## config.mk

```make
export PLATFORM = sky130hd
export DESIGN_NAME = fetch_stage
export DESIGN_NICKNAME = d
export VERILOG_FILES = /design/src/rtl/fetch_stage.sv
export SDC_FILE = /design/constraint.sdc
export NUM_CORES = 1
export LEC_CHECK = 0
export ABC_CLOCK_PERIOD_IN_PS = 4300
export CAP_MARGIN = 5
export CORE_MARGIN = 4
export CORE_UTILIZATION = 48
export DETAILED_ROUTE_END_ITERATION = 7
export HOLD_SLACK_MARGIN = 0.02
export PLACE_DENSITY = 0.95
export SLEW_MARGIN = 20
export SYNTH_ARGS = -nofsm -noshare
export SYNTH_HDL_FRONTEND = slang
export SYNTH_SLANG_ARGS = --single-unit
```

## constraint.sdc

```tcl
create_clock -name clk -period 4.3 [get_ports clk]
set_input_delay 0.86 -clock clk [delete_from_list [all_inputs] [get_ports clk]]
set_output_delay 0.86 -clock clk [all_outputs]
set_load 0.01 [all_outputs]
```

## src/rtl/fetch_stage.sv

```systemverilog
// fetch_stage: program counter plus IF/ID register, feeding decode from a combinational instruction memory.
// Latency: the word at imem_a appears on id_* one cycle later; a redirect costs one bubble cycle.
// Backpressure: id_valid && !id_ready freezes pc and id_*; a redirect flushes the register regardless of id_ready.
//
// Ports:
//   clk, reset          single clock, synchronous active-high reset (wins over all other inputs)
//   imem_a / imem_rd    word-aligned fetch address out, instruction word back in the same cycle
//   redirect, redirect_pc  single-cycle PC load from execute; target bits [1:0] are dropped
//   id_valid/id_ready   IF/ID handshake; id_instr, id_pc, id_pc8 (= id_pc + 8, wrapping) are the payload
// Optional feature: define FETCH_PERF_EN to add the perf_fetch, perf_stall and perf_flush counters.
module fetch_stage #(
    parameter logic [31:0] RESET_PC = 32'h0000_0000,
    parameter logic [31:0] PC_INC   = 32'd4
) (
    input  logic        clk,
    input  logic        reset,
    output logic [31:0] imem_a,
    input  logic [31:0] imem_rd,
    input  logic        redirect,
    input  logic [31:0] redirect_pc,
    input  logic        id_ready,
    output logic        id_valid,
    output logic [31:0] id_instr,
    output logic [31:0] id_pc,
    output logic [31:0] id_pc8
`ifdef FETCH_PERF_EN
    ,
    output logic [31:0] perf_fetch,
    output logic [31:0] perf_stall,
    output logic [31:0] perf_flush
`endif
);

    localparam logic [31:0] RESET_PC_ALIGNED = RESET_PC & ~32'h3;

    // The IF/ID register is the only state machine: it is either empty or holds one instruction.
    typedef enum logic {
        ST_EMPTY = 1'b0,
        ST_FULL  = 1'b1
    } ifid_state_t;

    ifid_state_t state;
    ifid_state_t state_nxt;
    logic [31:0] pc;
    logic        advance;

    assign imem_a   = pc;
    assign id_valid = (state == ST_FULL);
    // The register can take a new word when it is empty or its current word leaves this cycle.
    assign advance  = !id_valid || id_ready;

    always_comb begin
        state_nxt = state;
        case (state)
            // An empty register always fetches unless the cycle is spent loading a new pc.
            ST_EMPTY: if (!redirect) state_nxt = ST_FULL;
            // A full register stays full on both refill and stall; only a redirect empties it.
            ST_FULL:  if (redirect)  state_nxt = ST_EMPTY;
            default:  state_nxt = ST_EMPTY;
        endcase
    end

    always_ff @(posedge clk) begin
        if (reset) begin
            state    <= ST_EMPTY;
            pc       <= RESET_PC_ALIGNED;
            id_instr <= '0;
            id_pc    <= '0;
            id_pc8   <= '0;
        end else begin
            state <= state_nxt;
            if (redirect) begin
                // imem_rd belongs to the wrong path this cycle, so it is dropped.
                pc <= redirect_pc & ~32'h3;
            end else if (advance) begin
                id_instr <= imem_rd;
                id_pc    <= pc;
                id_pc8   <= pc + 32'd8;
                pc       <= pc + PC_INC;
            end
        end
    end

`ifdef FETCH_PERF_EN
    always_ff @(posedge clk) begin
        if (reset) begin
            perf_fetch <= '0;
            perf_stall <= '0;
            perf_flush <= '0;
        end else begin
            if (id_valid && id_ready)  perf_fetch <= perf_fetch + 32'd1;
            if (id_valid && !id_ready) perf_stall <= perf_stall + 32'd1;
            // Only a redirect that discards a real instruction counts as a flush.
            if (redirect && id_valid)  perf_flush <= perf_flush + 32'd1;
        end
    end
`endif

endmodule
```

==> summary.md <==
| Metric | Value |
|---|---|
| Outcome | finished clean |
| Cell count after synthesis | 676 |
| DRT antenna net count | 0 |
| Critical Path RT | ~4.6 ns |
| Hold path cells | 2 |
| Final TNS setup | 0 ns |
| I/O pins | about 200 |
| Remaining DRCs | 0 |
| Count of cell types in the netlist | 44 |
| TritonRoute pass-1 iters | 5 |
| Routability congestion estimate | approximately 0.83 |
| Setup Viol. Count Final | 0 |
| Pin count of the biggest net entering global routing | 90 |
| Global-route wire length before repair | 25920 um |
| Post-synthesis mux area share | less than 1% |
| Area Growth Syn to Fin | 45.17% |
| Crit path DAT | ~2.9 ns |
| Clock slew at reported path FFs | 0.06 ns |
| Root Driver | clkbuf_16 |
| Overall routing resource usage | ~24% |
| Num Clock Sinks | approximately 120 |
| IO buf count | roughly 190 |
| Die Wd | around 110 um |
| Finished Core Util | between 70% and 80% |
| Vias | about 5300 |
| Nets@finish | around 900 |
| Reg-to-reg setup timing slack | roughly 1.7 ns |
| Adder-cell share of the synthesized area | less than 1% |
| Clock H-tree levels | 4 |
| Cts hold-fix bufs | 0 |
| CP Launch Type | input port |
| Slew margin rel. | 36.28% |
| Critical path type | in -> reg |
| FILL cells | roughly 800 |
| Synth Cell Area | 5396 um^2 |
| Grt ovf | 0 |
| Worst vdd ir | roughly 0.39 mV |
| Storage element area | about 2400 um^2 |
| Clock Latency Late Sink | about 0.4 ns |
| Via density | 5.422 |
| Post-Synth XOR/XNOR Area | ~8.3% |
| Sequential area share after synthesis | a little under half |
| Vias in the first global route | slightly above 5000 |
| DR iter-0 viols | 375 |
| Worst Hold Path EP | id_instr[31] |
| Cts bufs inserted | 17 |
| Fin crit share | between 60% and 70% |
| Drt wl/cell | 16.55 um |
| Share of cells above drive strength 1 | 5.854% |
| Reg2reg start | imem_a[2] |
| RSZ-0062 raised after global routing | false |
| Hold Path Class | reg -> reg |
| Slew @ Worst Pin | between 0.9 and 1 ns |
| Synth Area in Compound Gates | 14.51% |
| Initial core utilization | slightly below 50% |
| Reg2reg end | imem_a[16] |
| Crit Path Max Fanout | 6 |
| Skew final | 0.009166 ns |
| Worst hold start | id_instr[31] |
| LEAKAGE | between 0.002 and 0.003 uW |
| Final wirelength | about 16000 um |
| Highest Clock Rate | between 300 and 400 MHz |
| Final hold viol count | 0 |
| #FFs+latches synth | 122 |
| Synth Area in Simple Gates | between 20% and 30% |
| Die H | approximately 110 um |
| Post-CTS sizing | 0 |
| Mean Syn Cell Area | ~8.0 um^2 |
| Worst Reg-to-Reg Cells | 6 |
| TritonCTS clock tree | built |
| Max clock buf depth | 2 |
| FP Rows | 38 |
| Post-layout min period | approximately 2.6 ns |
| Max cap viols | 0 |
| Placed wire-length estimate | around 11000 um |
| Largest family of logic cells by synthesized area | simple AND/OR/NAND/NOR gates |
| Power per Cell Area | 407.5 nW/um^2 |
| Die ar. | 13000 um^2 |
| Area of the multi-input gates | 2650 um^2 |
| Max-slew violations | 0 |
| Initial antenna violation count | 1 |
| Number of synthesis warnings | 0 |
| # Post-CTS Setup Buffers | 0 |
| CP Capture Type | flop |
| Core area | around 11000 um^2 |
| Ant diodes | 0 |
-- where the power goes --
group / switching (uW) / internal (uW) / total [uW]
Clock: 512 / 983 / 1490
Sequential: 77.7 / 1200 / 1280
Combinational: 192 / 228 / 420
-- kinds of logic after synthesis --
| group | count (synthesis) |
|---|---|
| XOR/XNOR | 51 |
| AO/OA/AOI/OAI | 130 |
| buffers and inverters | 76 |
| AND/OR/NAND/NOR | 289 |
| multiplexers | 5 |
| flip-flops | 122 |
| other | 1 |
| adder cells (fa/ha/maj) | 2 |
-- sequential cells by signal (all words and copies together), names as in the netlist --
signal	flops
id_pc	30
id_pc8	29
imem_a	30
id_valid	1
id_instr	32
-- cells in the final DEF, fill, tap and decap left out, types with 4 or more instances in the layout --
cell             Yosys  final
nor4_1               9      9
nand4_1             15     15
or3_1                5      5
xnor2_1             33     33
nor3_2               4      4
o21ai_0              6      6
nand3_1             16     16
nor3_1               6      6
conb_1               1      6
bufinv_16            0      4
inv_1                6      6
and3_1               4      4
clkbuf_16            0     17
xor2_1              18     18
nor2_1              62     61
nand2_1            153    152
clkinv_2             0      4
dfxtp_1            122    122
buf_4                7      7
a211oi_1            38     38
mux2i_1              5      5
clkdlybuf4s50_1      0    187
a21oi_1             73     73
-- critical path, stage by stage --
cell and delay, ns:
clkdlybuf4s50_1 0.47, nor2b_1 0.13, nor4_1 0.85, nand2_1 0.20
xor2_1 0.19, a211oi_1 0.23
-- worst max-delay path by stage --
stage	startpoint	end	slack, ns	cells past startpoint
after floorplan	redirect	id_pc8[15]	2.26	6
after global placement	id_ready	imem_a[20]	1.36	6
after detailed placement	id_ready	imem_a[20]	1.29	6
after CTS	id_ready	imem_a[20]	1.69	6
after global routing	id_ready	imem_a[20]	1.52	6
final	id_ready	imem_a[16]	1.68	6
-- stage by stage --
stage | instances | area [um^2] | hold slack (ns) | total power [uW] | setup WS (ns)
floorplan | 681 | 5415 | 0.4805 | 1484 | 2.260
detailed placement | 945 | 7214 | 0.4455 | 1718 | 1.289
finish | 977 | 7834 | 0.4525 | 3192 | 1.682
global route | 977 | 7834 | 0.4678 | 3318 | 1.523
CTS | 977 | 7834 | 0.4537 | 3210 | 1.694
global placement | 945 | 7214 | 0.4405 | 1705 | 1.359
-- Yosys cell counts (all sizes together) --
master | instances | area, um^2
and3 | 4 | 25.02
xor2 | 18 | 157.7
xnor2 | 33 | 289.0
a31oi | 1 | 6.260
nor2 | 62 | 232.7
nand2 | 153 | 574.3
nor3 | 10 | 70.07
or3b | 1 | 8.760
inv | 6 | 22.52
a21oi | 73 | 365.4
buf | 22 | 130.1
o21ai | 7 | 35.03
a311oi | 2 | 17.52
nand2b | 2 | 12.51
o31a | 2 | 17.52
a21o | 1 | 7.510
o2bb2ai | 1 | 8.760
or4 | 2 | 18.77
a211oi | 39 | 297.8
nor4 | 11 | 98.84
or2 | 2 | 12.51
o21a | 2 | 15.01
clkbuf | 48 | 180.2
and2 | 3 | 20.03
ha | 2 | 25.02
mux2i | 5 | 50.05
or3 | 5 | 31.28
conb | 1 | 3.750
nand4 | 16 | 115.1
nand3 | 16 | 80.08
o22ai | 2 | 12.51
dfxtp | 122 | 2442
nor2b | 2 | 12.51
-- routing by layer --
layer / share of wire, % / GRT usage [%]
met2: 47 / 40.67
met5: 0.12 / 0
met4: 2.6 / 7.680
met1: 40 / 29.74
met3: 10 / 8.700
-- cell type report --
type | instances | share of cell area, %
clock buffers | 20 | 5.702
multi-input cells | 483 | 33.83
flip-flops and latches | 122 | 31.18
well taps | 140 | 2.236
repair buffers | 194 | 24.56
inverters | 6 | 0.2875
clock inverters | 12 | 2.204
No activity file was read; power rests on OpenSTA's default activity.
